<file path="config.mk">
export PLATFORM = sky130hd
export DESIGN_NAME = sha256_nonce_scheduler_flat
export DESIGN_NICKNAME = d
export VERILOG_FILES = /design/src/rtl/sha256_nonce_scheduler_if.sv /design/src/rtl/sha256_nonce_scheduler.sv /design/src/flat_wrapper.sv
export SDC_FILE = /design/constraint.sdc
export NUM_CORES = 1
export LEC_CHECK = 0
export CORE_ASPECT_RATIO = 1.25
export CORE_UTILIZATION = 30
export DETAILED_ROUTE_END_ITERATION = 8
export HOLD_SLACK_MARGIN = 0.15
export SKIP_CTS_REPAIR_TIMING = 1
export SYNTH_ARGS = -nofsm -noshare
export SYNTH_HDL_FRONTEND = slang
export SYNTH_SLANG_ARGS = --single-unit
export TNS_END_PERCENT = 100
</file>
<file path="constraint.sdc">
create_clock -name clk -period 5.2 [get_ports clk]
set_input_delay 1.56 -clock clk [delete_from_list [all_inputs] [get_ports clk]]
set_output_delay 1.56 -clock clk [all_outputs]
set_load 0.01 [all_outputs]
</file>
<file path="src/rtl/sha256_nonce_scheduler_if.sv">
// sha256_nonce_scheduler_if: request/response handshake between the nonce scheduler and the SHA-256 core
//   core_start  one-cycle pass request (scheduler -> core)
//   core_pass   0 = header pass, 1 = rehash pass (scheduler -> core)
//   core_nonce  nonce under test (scheduler -> core)
//   core_done   one-cycle pass-complete pulse (core -> scheduler)
//   core_hash   digest, valid with core_done (core -> scheduler)
interface sha256_nonce_scheduler_if #(parameter int NONCE_W = 32);
  logic               core_start;
  logic               core_pass;
  logic [NONCE_W-1:0] core_nonce;
  logic               core_done;
  logic [255:0]       core_hash;
  modport master (output core_start, core_pass, core_nonce, input core_done, core_hash);
  modport slave  (input core_start, core_pass, core_nonce, output core_done, core_hash);
endinterface

</file>
<file path="src/rtl/sha256_nonce_scheduler.sv">
// sha256_nonce_scheduler: sweeps a nonce range through a double SHA-256 and reports the first digest below target
//   clk, reset_n               clock, asynchronous active-low reset
//   start, abort               sweep start pulse (IDLE/terminal only), level abort to IDLE
//   nonce_start, nonce_end     inclusive nonce range, sampled on start
//   target                     strict upper bound for a winning digest, sampled on start
//   core                       handshake to the hash core (master side)
//   busy, found, found_nonce   sweep in progress, winner located and its nonce
//   exhausted, error           range finished without winner, core timed out
module sha256_nonce_scheduler #(
  parameter int TIMEOUT_CYCLES = 1024,
  parameter int NONCE_W        = 32
) (
  input  logic                      clk,
  input  logic                      reset_n,
  input  logic                      start,
  input  logic                      abort,
  input  logic [NONCE_W-1:0]        nonce_start,
  input  logic [NONCE_W-1:0]        nonce_end,
  input  logic [255:0]              target,
  sha256_nonce_scheduler_if.master  core,
  output logic                      busy,
  output logic                      found,
  output logic [NONCE_W-1:0]        found_nonce,
  output logic                      exhausted,
  output logic                      error
);
  localparam int CW = $clog2(TIMEOUT_CYCLES + 1);
  typedef enum logic [3:0] {IDLE, ISSUE0, WAIT0, ISSUE1, WAIT1, CHECK, FOUND, EXHAUSTED, ERROR} state_t;
  state_t state, state_n;
  logic [NONCE_W-1:0] nonce, nonce_n, end_q, end_n, found_nonce_n;
  logic [255:0] target_q, target_n, hash_q, hash_n;
  logic [CW-1:0] cnt, cnt_n;
  logic found_n, exhausted_n, error_n, idle_like, timeout;
  assign idle_like       = state inside {IDLE, FOUND, EXHAUSTED, ERROR};
  assign busy            = !idle_like;
  assign core.core_start = state inside {ISSUE0, ISSUE1};
  assign core.core_pass  = state inside {ISSUE1, WAIT1};
  assign core.core_nonce = nonce;
  // the counter hits TIMEOUT_CYCLES on the same edge that leaves for ERROR
  assign timeout = (state inside {WAIT0, WAIT1}) && !core.core_done && cnt == CW'(TIMEOUT_CYCLES - 1);
  always_comb begin
    state_n       = state;
    nonce_n       = nonce;
    end_n         = end_q;
    target_n      = target_q;
    hash_n        = hash_q;
    found_n       = found;
    found_nonce_n = found_nonce;
    exhausted_n   = exhausted;
    error_n       = error;
    cnt_n         = core.core_start ? '0 : (cnt == CW'(TIMEOUT_CYCLES)) ? cnt : cnt + 1'b1;
    if (abort)
      state_n = IDLE;
    else if (idle_like) begin
      if (start) begin
        end_n       = nonce_end;
        target_n    = target;
        found_n     = 1'b0;
        error_n     = 1'b0;
        exhausted_n = nonce_start > nonce_end;
        nonce_n     = (nonce_start > nonce_end) ? nonce : nonce_start;
        state_n     = (nonce_start > nonce_end) ? EXHAUSTED : ISSUE0;
      end
    end else if (timeout) begin
      state_n = ERROR;
      error_n = 1'b1;
    end else
      case (state)
        ISSUE0: state_n = WAIT0;
        ISSUE1: state_n = WAIT1;
        WAIT0:  state_n = core.core_done ? ISSUE1 : WAIT0;
        WAIT1: if (core.core_done) begin
          hash_n  = core.core_hash;
          state_n = CHECK;
        end
        CHECK: if (hash_q < target_q) begin
          found_n       = 1'b1;
          found_nonce_n = nonce;
          state_n       = FOUND;
        end else if (nonce == end_q) begin
          exhausted_n = 1'b1;
          state_n     = EXHAUSTED;
        end else begin
          nonce_n = nonce + 1'b1;
          state_n = ISSUE0;
        end
        default: ;
      endcase
  end
  always_ff @(posedge clk or negedge reset_n)
    if (!reset_n) begin
      state       <= IDLE;
      nonce       <= '0;
      end_q       <= '0;
      target_q    <= '0;
      hash_q      <= '0;
      cnt         <= '0;
      found       <= 1'b0;
      found_nonce <= '0;
      exhausted   <= 1'b0;
      error       <= 1'b0;
    end else begin
      state       <= state_n;
      nonce       <= nonce_n;
      end_q       <= end_n;
      target_q    <= target_n;
      hash_q      <= hash_n;
      cnt         <= cnt_n;
      found       <= found_n;
      found_nonce <= found_nonce_n;
      exhausted   <= exhausted_n;
      error       <= error_n;
    end
endmodule

</file>
<file path="src/flat_wrapper.sv">
// flat-port wrapper written by rule: the top's interface ports become plain ports
module sha256_nonce_scheduler_flat 
#(
  parameter int TIMEOUT_CYCLES = 1024,
  parameter int NONCE_W        = 32
)
  (clk, reset_n, start, abort, nonce_start, nonce_end, target, busy, found, found_nonce, exhausted, error, core_core_start, core_core_pass, core_core_nonce, core_core_done, core_core_hash);
  sha256_nonce_scheduler_if #(.NONCE_W(NONCE_W)) core_i ();
  input  logic clk;
  input  logic reset_n;
  input  logic start;
  input  logic abort;
  input  logic [NONCE_W-1:0] nonce_start;
  input  logic [NONCE_W-1:0] nonce_end;
  input  logic [255:0] target;
  output logic busy;
  output logic found;
  output logic [NONCE_W-1:0] found_nonce;
  output logic exhausted;
  output logic error;
  output wire logic [$bits(core_i.core_start)-1:0] core_core_start;
  output wire logic [$bits(core_i.core_pass)-1:0] core_core_pass;
  output wire logic [$bits(core_i.core_nonce)-1:0] core_core_nonce;
  input wire logic [$bits(core_i.core_done)-1:0] core_core_done;
  input wire logic [$bits(core_i.core_hash)-1:0] core_core_hash;
  assign core_core_start = core_i.core_start;
  assign core_core_pass = core_i.core_pass;
  assign core_core_nonce = core_i.core_nonce;
  assign core_i.core_done = core_core_done;
  assign core_i.core_hash = core_core_hash;
  sha256_nonce_scheduler #(.TIMEOUT_CYCLES(TIMEOUT_CYCLES), .NONCE_W(NONCE_W)) u_core (.clk(clk), .reset_n(reset_n), .start(start), .abort(abort), .nonce_start(nonce_start), .nonce_end(nonce_end), .target(target), .core(core_i), .busy(busy), .found(found), .found_nonce(found_nonce), .exhausted(exhausted), .error(error));
endmodule
</file>
# After elaboration in Yosys (flattened, before gate mapping)
# Cells that the tools add are included.
op_classes:
  n_addsub: 2
  reduce_logical: 22
  order_cmp: 2
  eq_ne: 19
  bitwise_logic: 3
  n_mux: 32
ops:
  columns: ["cell", "count"]
  rows:
  - ["256-bit less-than comparator", 1]
  - ["32-bit 2-to-1 mux", 7]
  - ["32-bit by 1-bit adder with 32-bit output, second input constant", 1]
  - ["32-bit equality test", 1]
  - ["32-bit greater-than comparator", 1]
  - ["4-bit 2-to-1 mux", 6]
  - ["11-bit 2-to-1 mux", 2]
  - ["4-bit case mux with 5 select lines", 1]
  - ["4-bit by 3-bit equality test with 1-bit output, second input constant", 4]
  - ["5-bit AND reduction", 3]
  - ["1-bit 2-to-1 mux", 14]
  - ["2-bit nonzero test", 7]
  - ["11-bit by 1-bit adder with 11-bit output, second input constant", 1]
  - ["11-bit by 10-bit equality test with 1-bit output, second input constant", 1]
  - ["11-bit equality test, second input constant", 1]
  - ["3-bit AND reduction", 3]
  - ["4-bit by 2-bit equality test with 1-bit output, second input constant", 2]
  - ["2-bit by 1-bit inequality test with 1-bit output, second input constant", 4]
  - ["8-bit nonzero test", 1]
  - ["7-bit AND reduction", 1]
  - ["3-bit 2-to-1 mux", 2]
  - ["6-bit AND reduction", 1]
  - ["5-bit by 3-bit inequality test with 1-bit output, second input constant", 1]
  - ["4-bit by 1-bit equality test with 1-bit output, second input constant", 1]
  - ["8 further kinds", 13]
word_totals:
  in_bits: 581
  regBits: 626
  wordCells: 90

# Logic depth before layout (Yosys ltp)
logic_depth:
  word_depth: 7
  depth_mapped: 13

# Worst setup path before layout
# No wires, ideal clock.
synth_path:
  kind: "input to register"
  start: "in nonce_end[31]"
  end: "reg u_core.nonce[10], in the netlist u_core.core.core_nonce[10]"
  path_slack_ps: 1511
  arrival_time_ps: 3565
  n_path_buf: 1
  stages: 10
  cell_sequence: "inv_1 ha_1 nand4_1 or4_1 a21oi_1 o21bai_1 nand2_1 clkbuf_1 nor3_1 a211o_1"
synth_via:
  elab_chain_cells: 3
synth_lines:
  columns: ["item", "line", "rtl"]
  rows:
  - ["start, declared", "flat_wrapper.sv:14", "input logic [NONCE_W-1:0] nonce_end;"]
  - ["32-bit greater-than comparator", "sha256_nonce_scheduler.sv:61", "nonce_n = (nonce_start > nonce_end) ? nonce : nonce_start;"]
  - ["2-bit inequality test (no source line)", null, null]
  - ["7-bit AND reduction (no source line)", null, null]
  - ["end signal, assigned", "sha256_nonce_scheduler.sv:104", "nonce <= nonce_n;"]
  - ["end, declared", "sha256_nonce_scheduler.sv:30", "logic [NONCE_W-1:0] nonce, nonce_n, end_q, end_n, found_nonce_n;"]
# No other way between the ends.
# A chain may end at the register's enable or synchronous reset.

# Final worst setup path
layout_path:
  start: "reg u_core.hash_q[54]"
  end: "reg u_core.found_nonce[17]"
layout_via:
  elab_chain_cells: 2
layout_lines:
  columns: ["item", "line", "rtl"]
  rows:
  - ["start, declared", "sha256_nonce_scheduler.sv:31", "logic [255:0] target_q, target_n, hash_q, hash_n;"]
  - ["start signal, assigned", "sha256_nonce_scheduler.sv:107", "hash_q <= hash_n;"]
  - ["256-bit less-than comparator", "sha256_nonce_scheduler.sv:76", "CHECK: if (hash_q < target_q) begin"]
  - ["5-bit AND reduction (no source line)", null, null]
  - ["end signal, assigned", "sha256_nonce_scheduler.sv:110", "found_nonce <= found_nonce_n;"]
  - ["end, declared", "sha256_nonce_scheduler.sv:23", "output logic [NONCE_W-1:0] found_nonce,"]
# No other way between the ends.

==> summary.txt <==
Status
  • Status: finished, final reports clean

Synthesis
  • Cell Area, Synth: 0.03175 mm2
  • Syn_area_per_cell: 10.60 um2
  • Post-synth cell types: 78
  • Post-synthesis cell count: 2996
  • Flops & latches, synth: 626
  • EDFF count, synth: 0
  • Post-Syn Nets: 3867
  • Synth async-reset ratio: 100.0%
  • Top_reg_cell synth: dfrtp_1
  • Post-synthesis sequential area ratio: 49.34%
  • Yosys warning count: 0

Run
  • Number of max-cap violations: 0

Routing
  • Drt drc: 0
  • Routed vias: 24670
  • Highest Signal Layer: met5
  • Via/cell ratio: 4.804
  • WL/cell: 20.38 um
  • WL met2: 52.56 mm
  • Met1 WL: 39.90 mm
  • Drt first pass iters: 5
  • Routed wire length: 104.6 mm
  • Starting DRT DRC Count: 1236
  • Post-route ant nets: 0
  • Metal3 WL: 7.896 mm

STA
  • Post-route clock period utilization: 84.29%
  • Setup TNS: 0 ns
  • Maximum operating frequency: 228.1 MHz
  • Relative slew margins: 27.82%
  • RSZ-0062 raised after global routing: false
  • Post-route clock skew: 0.02793 ns
  • Fin crit period: 4.383 ns
  • Final number of setup-violating endpoints: 0
  • Actual slew at the worst max-slew pin: 1.073 ns
  • Min Hold Slack: 0.4960 ns
  • Hold Vio Cnt, Final: 0
  • Max Slew Vio Count: 0

Floorplanning
  • Die X: 293.0 um
  • Row count: 133
  • Initial Util: 30.24%
  • Die area: 0.1071 mm2
  • Die height: 365.7 um
  • CORE AREA: 0.1050 mm2
  • Ports: 651

Global routing
  • Total grt overflow: 0
  • Vias in the first global route: 25900
  • Antenna violations before repair: 43
  • First-pass GRT wire length: 157.3 mm
  • Largest net degree at the start of global routing: 111
  • GRT Total Usage: 19.44%

Power
  • Worst vdd ir: 0.0003171 V
  • PD cells: 547.7 mW/mm2
  • Leakage power: 19.31 nW
  • Total power: 23.38 mW

Worst setup path
  • Max FO, Critical Path: 21
  • Setup CP Type: flip-flop to flip-flop
  • Startpoint Class: flip-flop
  • Critical Path RT: 5.69 ns
  • WP data arrival: 4.88 ns
  • CP Capture Type: flip-flop

CTS
  • Root Buffer: clkbuf_16
  • # H-tree levels: 3
  • CTS Buf Count: 73
  • Clk_lat worst skew: 0.63 ns
  • Clock Path Buffers: 3
  • CTS tree: yes
  • Clock sinks: 626
  • Reg clk slew, reported paths: 0.06 ns

Place
  • Port Buffers: 650
  • Dpl hpwl: 81.33 mm
  • RePlAce Congestion: 0.9001

Final layout
  • Final nets: 4513
  • Layout area overhead: 34.47%
  • Multi-input gate area: 0.01444 mm2
  • Final core utilization: 40.66%
  • Fraction of layout cells with a size suffix above 1: 14.06%
  • Fillcell total: 10260
  • Register area: 0.01567 mm2

Worst hold path
  • Worst hold-check path type: flip-flop to flip-flop
## routing by layer
layer | global-route usage [%] | vias up
met4 | 8.780 | 32
met5 | 0 | -
met2 | 33.90 | 729
li1 | - | 11780
met3 | 5.672 | 198
met1 | 21.71 | 11930
## cell usage after synthesis, types with 5 or more instances
master / number / share of area, %
mux2_4: 29 / 1.4
nand4_1: 67 / 1.3
a2bb2oi_1: 7 / 0.19
nor2b_1: 6 / 0.12
a221oi_1: 12 / 0.33
dfrtp_1: 626 / 49
ha_1: 290 / 11
a31oi_1: 17 / 0.33
nand2b_1: 10 / 0.20
and4_1: 9 / 0.25
o22a_1: 5 / 0.14
o211ai_1: 8 / 0.19
nor4_1: 24 / 0.47
clkbuf_1: 121 / 1.4
a2111oi_0: 10 / 0.28
nor2_1: 70 / 0.83
nor3_1: 35 / 0.55
mux2_2: 293 / 10
and2_1: 5 / 0.099
o31ai_1: 6 / 0.14
nand3_1: 59 / 0.93
a211oi_1: 10 / 0.24
and3_1: 15 / 0.30
xor2_1: 40 / 1.1
nand2_1: 348 / 4.1
a21oi_1: 142 / 2.2
a211o_1: 6 / 0.17
a21o_1: 24 / 0.57
o21ai_0: 319 / 5.0
inv_1: 298 / 3.5
## power by group
group | total [mW] | switching, mW | leakage (nW) | internal (mW)
sequential | 8.42 | 1.35 | 7.79 | 7.07
clock | 5.39 | 2.19 | 1.24 | 3.20
combinational | 9.57 | 5.12 | 10.3 | 4.45
## worst max-delay path: stages (launching register included)
cell       delay (ns)
dfrtp_1          0.38
ha_1             0.32
nand4_1          0.17
nor4_1           0.49
nand2_1          0.31
a2111oi_0        0.80
nor4_1           0.32
o2111ai_2        0.52
nor2_2           0.09
and3_2           0.22
buf_4            0.26
mux2_4           0.34
## final timing paths
path,startpoint,endpoint,slack [ns],cells after the start
max,u_core.hash_q[54]$_DFFE_PN0P_,u_core.found_nonce[17]$_DFFE_PN0P_,0.82,11
min,u_core.found$_DFFE_PN0P_,u_core.found$_DFFE_PN0P_,0.50,1
max reg2reg,u_core.hash_q[54]$_DFFE_PN0P_,u_core.found_nonce[17]$_DFFE_PN0P_,0.82,11
min reg2reg,u_core.found$_DFFE_PN0P_,u_core.found$_DFFE_PN0P_,0.50,1
max in group asynchronous,reset_n,u_core.target_q[190]$_DFFE_PN0P_,3.13,2
min in group asynchronous,reset_n,u_core.target_q[226]$_DFFE_PN0P_,1.00,1
## logic make-up (layout without fill, tap and decap cells)
group | count (synthesis) | count (layout) | synth area share [%]
xor+xnor | 42 | 42 | 1.159
simple gates | 674 | 674 | 9.919
other cells | 0 | 20 | 0
mux | 323 | 323 | 11.80
compound gates | 609 | 609 | 11.05
fa+ha+maj | 290 | 290 | 11.43
buf+inv | 432 | 1134 | 5.308
flops | 626 | 626 | 49.34
## placed cells by master, fill, tap and decap left out, types with 20 or more instances in the layout
master and count:
o21ai_0 319, diode_2 20, ha_1 290, clkbuf_8 22, a21o_1 23, buf_4 38, nand3_1 59, clkdlybuf4s50_1 649
nor3_1 35, dfrtp_1 626, inv_1 298, nor4_1 23, a21oi_1 142, nand2_1 348, mux2_4 29, mux2_2 293
xor2_1 40, nand4_1 67, clkbuf_16 76, nor2_1 69
## registers in the layout, indices dropped and copies added, names as in the netlist, 4 cells and up
register / cells
u_core.cnt: 11
u_core.core.core_nonce: 32
u_core.target_q: 256
u_core.found_nonce: 32
u_core.hash_q: 256
u_core.end_q: 32
u_core.state: 4
## layout make-up
class                      instances  share of cell area [%]
antenna                           20                  0.1172
clock buffer                     106                   5.234
clock inverter                    25                  0.6887
inverter                         299                   2.629
multi-input combinational       1938                   33.82
sequential                       626                   36.69
tap                             1417                   4.153
timing repair buffer             704                   16.67
## through the flow
| stage | cells | worst slack (ns) | instance area (um2) |
|---|---|---|---|
| 2_1_floorplan | 2996 | 1.511 | 31750 |
| 3_3_place_gp | 4984 | 0.5186 | 40110 |
| 3_5_place_dp | 4984 | 0.4784 | 40110 |
| 4_1_cts | 5115 | 0.8553 | 42640 |
| 5_1_grt | 5135 | 0.5192 | 42690 |
| 6_report | 5135 | 0.8167 | 42690 |
No activity file was read; power rests on OpenSTA's default activity.
